===== src/rtl/if_stage_pkg.sv =====
// Shared types, constants and helpers for the instruction-fetch stage.
package if_stage_pkg;

  localparam int unsigned INST_W = 32;
  localparam int unsigned JIDX_W = 26;

  localparam logic [INST_W-1:0] NOP = 32'h0000_0000;

  typedef enum logic [1:0] {
    StStart,
    StFetch,
    StHold,
    StDiscard
  } if_state_e;

  // Region bits come from the PC+4 of the jump itself, as decode sees it.
  function automatic logic [INST_W-1:0] jump_target(input logic [INST_W-1:0] pc4,
                                                    input logic [JIDX_W-1:0] idx);
    return {pc4[INST_W-1:INST_W-4], idx, 2'b00};
  endfunction

endpackage


===== src/rtl/if_id_reg.sv =====
// IF/ID pipeline register: clear beats load, otherwise hold.
module if_id_reg
  import if_stage_pkg::*;
(
  input  logic              clk_i,
  input  logic              rst_ni,
  input  logic              load_i,
  input  logic              clear_i,
  input  logic [INST_W-1:0] pc_i,
  input  logic [INST_W-1:0] inst_i,
  output logic [INST_W-1:0] pc_o,
  output logic [INST_W-1:0] inst_o,
  output logic              valid_o
);

  logic [INST_W-1:0] pc_q;
  logic [INST_W-1:0] inst_q;
  logic              valid_q;

  always_ff @(posedge clk_i or negedge rst_ni) begin
    if (!rst_ni) begin
      pc_q    <= '0;
      inst_q  <= NOP;
      valid_q <= 1'b0;
    end else if (clear_i) begin
      pc_q    <= '0;
      inst_q  <= NOP;
      valid_q <= 1'b0;
    end else if (load_i) begin
      pc_q    <= pc_i;
      inst_q  <= inst_i;
      valid_q <= 1'b1;
    end
  end

  assign pc_o    = pc_q;
  assign inst_o  = inst_q;
  assign valid_o = valid_q;

endmodule


===== src/rtl/if_stage.sv =====
// Instruction-fetch stage: PC, req/ack imem port, skid buffer and IF/ID register.
// Define IF_PERF_CNT_EN to add fetch_cnt / bubble_cnt performance counters.
module if_stage
  import if_stage_pkg::*;
#(
  parameter logic [INST_W-1:0] RESET_PC = 32'h0000_0000
) (
  input  logic              clk,
  input  logic              rst,
  input  logic              stall,
  input  logic              branch_taken,
  input  logic [INST_W-1:0] branch_target,
  input  logic              jump,
  input  logic [JIDX_W-1:0] jump_index,
  output logic              imem_req,
  output logic [INST_W-1:0] imem_addr,
  input  logic              imem_ack,
  input  logic [INST_W-1:0] imem_rdata,
  output logic [INST_W-1:0] IFtoID_PC,
  output logic [INST_W-1:0] IFtoID_inst,
  output logic              IFtoID_valid
`ifdef IF_PERF_CNT_EN
  ,
  output logic [31:0]       fetch_cnt,
  output logic [31:0]       bubble_cnt
`endif
);

  if_state_e         state_q, state_d;
  logic [INST_W-1:0] pc_q, pc_d;
  logic [INST_W-1:0] pend_pc_q, pend_pc_d;
  logic [INST_W-1:0] buf_pc_q, buf_pc_d;
  logic [INST_W-1:0] buf_inst_q, buf_inst_d;

  logic              redirect;
  logic [INST_W-1:0] target;
  logic [INST_W-1:0] pc_inc;
  logic              ifid_load;
  logic              ifid_clear;
  logic [INST_W-1:0] ifid_pc;
  logic [INST_W-1:0] ifid_inst;

  assign redirect = branch_taken | jump;
  assign target   = branch_taken ? (branch_target & ~32'h3)
                                 : jump_target(IFtoID_PC, jump_index);
  assign pc_inc   = pc_q + 32'd4;

  assign imem_req  = (state_q == StFetch) || (state_q == StDiscard);
  assign imem_addr = pc_q;

  always_comb begin
    state_d    = state_q;
    pc_d       = pc_q;
    pend_pc_d  = pend_pc_q;
    buf_pc_d   = buf_pc_q;
    buf_inst_d = buf_inst_q;
    ifid_load  = 1'b0;
    ifid_pc    = pc_inc;
    ifid_inst  = imem_rdata;
    unique case (state_q)
      StStart: begin
        state_d = StFetch;
        if (redirect) pc_d = target;
      end
      StFetch: begin
        if (imem_ack) begin
          if (redirect) begin
            pc_d = target;
          end else if (!stall) begin
            ifid_load = 1'b1;
            pc_d      = pc_inc;
          end else begin
            buf_pc_d   = pc_inc;
            buf_inst_d = imem_rdata;
            state_d    = StHold;
          end
        end else if (redirect) begin
          // Request must stay stable until acked; remember where to go after.
          pend_pc_d = target;
          state_d   = StDiscard;
        end
      end
      StHold: begin
        if (redirect) begin
          pc_d    = target;
          state_d = StFetch;
        end else if (!stall) begin
          ifid_load = 1'b1;
          ifid_pc   = buf_pc_q;
          ifid_inst = buf_inst_q;
          pc_d      = pc_inc;
          state_d   = StFetch;
        end
      end
      StDiscard: begin
        if (redirect) pend_pc_d = target;
        if (imem_ack) begin
          pc_d    = redirect ? target : pend_pc_q;
          state_d = StFetch;
        end
      end
      default: state_d = StStart;
    endcase
  end

  // Decode consumed the old entry and nothing new arrived: insert a bubble.
  assign ifid_clear = redirect | (!stall & !ifid_load);

  always_ff @(posedge clk or negedge rst) begin
    if (!rst) begin
      state_q    <= StStart;
      pc_q       <= RESET_PC;
      pend_pc_q  <= '0;
      buf_pc_q   <= '0;
      buf_inst_q <= NOP;
    end else begin
      state_q    <= state_d;
      pc_q       <= pc_d;
      pend_pc_q  <= pend_pc_d;
      buf_pc_q   <= buf_pc_d;
      buf_inst_q <= buf_inst_d;
    end
  end

  if_id_reg u_if_id_reg (
    .clk_i  (clk),
    .rst_ni (rst),
    .load_i (ifid_load),
    .clear_i(ifid_clear),
    .pc_i   (ifid_pc),
    .inst_i (ifid_inst),
    .pc_o   (IFtoID_PC),
    .inst_o (IFtoID_inst),
    .valid_o(IFtoID_valid)
  );

`ifdef IF_PERF_CNT_EN
  logic [31:0] fetch_cnt_q;
  logic [31:0] bubble_cnt_q;

  always_ff @(posedge clk or negedge rst) begin
    if (!rst) begin
      fetch_cnt_q  <= '0;
      bubble_cnt_q <= '0;
    end else begin
      if (ifid_load) fetch_cnt_q <= fetch_cnt_q + 32'd1;
      if (!IFtoID_valid && !stall) bubble_cnt_q <= bubble_cnt_q + 32'd1;
    end
  end

  assign fetch_cnt  = fetch_cnt_q;
  assign bubble_cnt = bubble_cnt_q;
`endif

endmodule


===== config.mk =====
export PLATFORM = sky130hd
export DESIGN_NAME = if_stage
export DESIGN_NICKNAME = d
export VERILOG_FILES = /design/src/rtl/if_stage_pkg.sv /design/src/rtl/if_id_reg.sv /design/src/rtl/if_stage.sv
export SDC_FILE = /design/constraint.sdc
export NUM_CORES = 1
export LEC_CHECK = 0
export BUFFER_PORTS_ARGS = -buffer_cell sky130_fd_sc_hd__buf_2
export CELL_PAD_IN_SITES_DETAIL_PLACEMENT = 0
export CELL_PAD_IN_SITES_GLOBAL_PLACEMENT = 1
export CORE_MARGIN = 1.5
export CORE_UTILIZATION = 42
export CTS_CLUSTER_SIZE = 28
export DETAILED_ROUTE_END_ITERATION = 6
export PLACE_DENSITY_LB_ADDON = 0.1
export SYNTH_ARGS = -nofsm -noshare
export SYNTH_HDL_FRONTEND = slang
export SYNTH_SLANG_ARGS = --single-unit

===== constraint.sdc =====
create_clock -name clk -period 3 [get_ports clk]
set_input_delay 0.3 -clock clk [delete_from_list [all_inputs] [get_ports clk]]
set_output_delay 0.3 -clock clk [all_outputs]
set_load 0.01 [all_outputs]

==> flow_metrics.env <==
export IMPL_layout_cells_most_common="dfrtp_1"
export IMPL_hold_viol_final=0
export IMPL_powerDensity_nw_per_um2=854
export IMPL_ys_ff_latch=195
export IMPL_cap_violations=0
export IMPL_gp_congestion=0.826
export IMPL_tns_ns=0
export IMPL_cts_hold_buf=1
export IMPL_drt_iter0_markers=545
export IMPL_worst_clock_skew_ns=0.0168
export IMPL_hp_class="in2reg"
export IMPL_wl_per_cell_um=18.7
export IMPL_antenna_found_initial=0
export IMPL_cts_num_sinks=195
export IMPL_synth_nets=1072
export IMPL_die_y_um=154
export IMPL_placed_area_um2=11100
export IMPL_fin_ws_ns=0.328
export IMPL_drive_gt1_share_pct=27.4
export IMPL_cts_htree_levels=4
export IMPL_grt_pass1_wl_um=43200
export IMPL_maxSlewHeadroom_pct=59.6
export IMPL_post_route_drc_count=0
export IMPL_worstSkewPairLatency_ns=0.43
export IMPL_cts_buffer_depth=2
export IMPL_slowest_delay_ns=0.70
export IMPL_crit_chain="ha_1 -> nand4_1 -> or4_1 -> or4_4 -> a31o_1 -> a32o_1"
export IMPL_synth_ff_type="dfrtp_1"
export IMPL_final_cell_area_um2=11600
export IMPL_dp_hpwl_um=18600
export IMPL_final_cells=1450
export IMPL_power_total_mw=9.95
export IMPL_layout_common_cells="dfrtp_1 (195), buf_2 (190), nand2_1 (125)"
export IMPL_whs_ns=0.110
export IMPL_tightest_slew_ns=0.605
export IMPL_min_period_ns=2.67
export IMPL_final_max_slew_viol_count=0
export IMPL_final_util_pct=51.6
export IMPL_ctsResizeCount=0
export IMPL_ff2ff_setup_slack_ns=0.33
export IMPL_grtUsageTotal_pct=23.3
export IMPL_wl_um=27100
export IMPL_syn2layout_area_growth_pct=21.0
export IMPL_p_int_mw=6.10
export IMPL_ir_worst_vdd_uv=577
export IMPL_dp_cells=1417
export IMPL_layout_nets=1253
export IMPL_arrival_ns=2.99
export IMPL_io_buffers=191
export IMPL_viasPerCell=5.47
export IMPL_die_w_um=154
export IMPL_combPwrFrac_pct=35.6
export IMPL_postRouteAntennaNets=0
export IMPL_n_fill_cell=2149
export IMPL_syn_area_um2=9630
export IMPL_crit_type="reg2reg"
export IMPL_p_leak_nw=5.36
export IMPL_setup_viol=0
export IMPL_num_io_pins=194
export IMPL_grt_pass1_vias=7520
export IMPL_numCtsBuffers=17
export IMPL_start_util_pct=42.7
export IMPL_grt_max_degree=93
export IMPL_ys_warn_count=0
export IMPL_critPathRequiredTime_ns=3.32
export IMPL_cp_start_kind="flop"
export IMPL_worstPathMaxFanout=7
export IMPL_rows=55
export IMPL_clk_pin_slew_ns=0.08
export IMPL_grt_ovfl_total=0
export IMPL_path_delay_family="simple AND/OR/NAND/NOR gates"
export IMPL_vias=7927
export IMPL_pre_cts_ws_ns=0.368
export IMPL_synthArstFlopShare_pct=100
export IMPL_outcome="finished clean"
export IMPL_ys_types=65
export IMPL_cts_setup_buffers=0
export IMPL_swShare_pct=38.6
export IMPL_p_seq_share_pct=41.8
export IMPL_dieArea_um2=23900
export IMPL_max_freq_mhz=374
export IMPL_cp_num_buf_inv=0
export IMPL_p_switching_mw=3.84
export IMPL_n_antenna_cell=0
export IMPL_cts_tree="built"
export IMPL_drt_pass1_iterations=5
export IMPL_end_kind="flop"
export IMPL_synth_edf_count=0
export IMPL_core_area_um2=22600
export IMPL_crit_slowest_cell="or4_1"
export IMPL_p_clk_share_pct=22.6
export IMPL_ys_seq_area_share_pct=50.7
export IMPL_clock_root_buffer="clkbuf_16"
export IMPL_rsz0062_at_grt="false"
export IMPL_period_share_pct=89.1
export IMPL_syn_area_per_cell_um2=9.92
export IMPL_synthCells=971
cells in the mapped netlist (8+ instances only):
master,n,area share [%]
dfrtp_1,195,51
nand2_1,126,4.9
o21ai_0,117,6.1
nor2_1,68,2.6
mux2i_1,63,6.5
clkbuf_1,51,2.0
a21oi_1,47,2.4
mux2_2,39,4.6
a22oi_1,17,1.3
nand3_1,16,0.83
xnor2_1,15,1.4
buf_2,13,0.68
xor2_1,13,1.2
and3_1,12,0.78
nor3_1,11,0.57
inv_1,10,0.39
a211oi_1,8,0.62
a31oi_1,8,0.52
nand4_1,8,0.52
cell type report:
class	count	area, um^2	share of cell area, %
clock buffers	18	429	3.68
well taps	285	357	3.06
flip-flops and latches	195	4880	41.9
clock inverters	14	140	1.20
inverters	11	41.3	0.354
repair buffers	231	1330	11.4
multi-input cells	696	4470	38.4
per-layer routing:
layer  GRT usage [%]  up-vias  routed length [um]
met3            3.75       30                1220
li1                -     3873                   -
met2            36.3      216               12200
met1            33.4     3808               13300
met5               0        -                   0
met4            6.82        0                 514
path summary, 6_finish.rpt:
check	from	to	cells past startpoint
max in group asynchronous	rst	buf_pc_q[30]$_DFFE_PN0P_	3
min in group asynchronous	rst	u_if_id_reg.inst_o[0]$_DFFE_PN0P_	2
max reg2reg	imem_addr[2]$_DFFE_PN0P_	imem_addr[24]$_DFFE_PN0P_	6
min	imem_rdata[10]	buf_inst_q[10]$_DFFE_PN0P_	2
min reg2reg	u_if_id_reg.inst_o[28]$_DFFE_PN0P_	u_if_id_reg.inst_o[28]$_DFFE_PN0P_	2
max	imem_addr[2]$_DFFE_PN0P_	imem_addr[24]$_DFFE_PN0P_	6
state kept, by name, indices dropped and copies added (netlist names):
signal	cells
u_if_id_reg.valid_o	1
state_q	2
pend_pc_q	32
u_if_id_reg.inst_o	32
imem_addr	32
buf_inst_q	32
u_if_id_reg.pc_o	32
buf_pc_q	32
cell families after synthesis:
| logic type | share of synthesized area, % |
|---|---|
| flops | 50.7 |
| buf+inv | 3.29 |
| compound gates | 17.8 |
| fa+ha+maj | 0.650 |
| simple gates | 13.9 |
| mux | 11.1 |
| xor+xnor | 2.55 |
power by group through the flow:
stage	Combinational (mW)	Clock, mW	Sequential, mW
detailed placement	3.55	0	4.21
CTS	3.56	2.30	4.16
floorplan	2.23	0	4.13
global placement	3.50	0	4.18
global route	3.93	2.39	4.28
finish	3.54	2.25	4.16
Note: power is estimated with default switching activity, not from simulation.
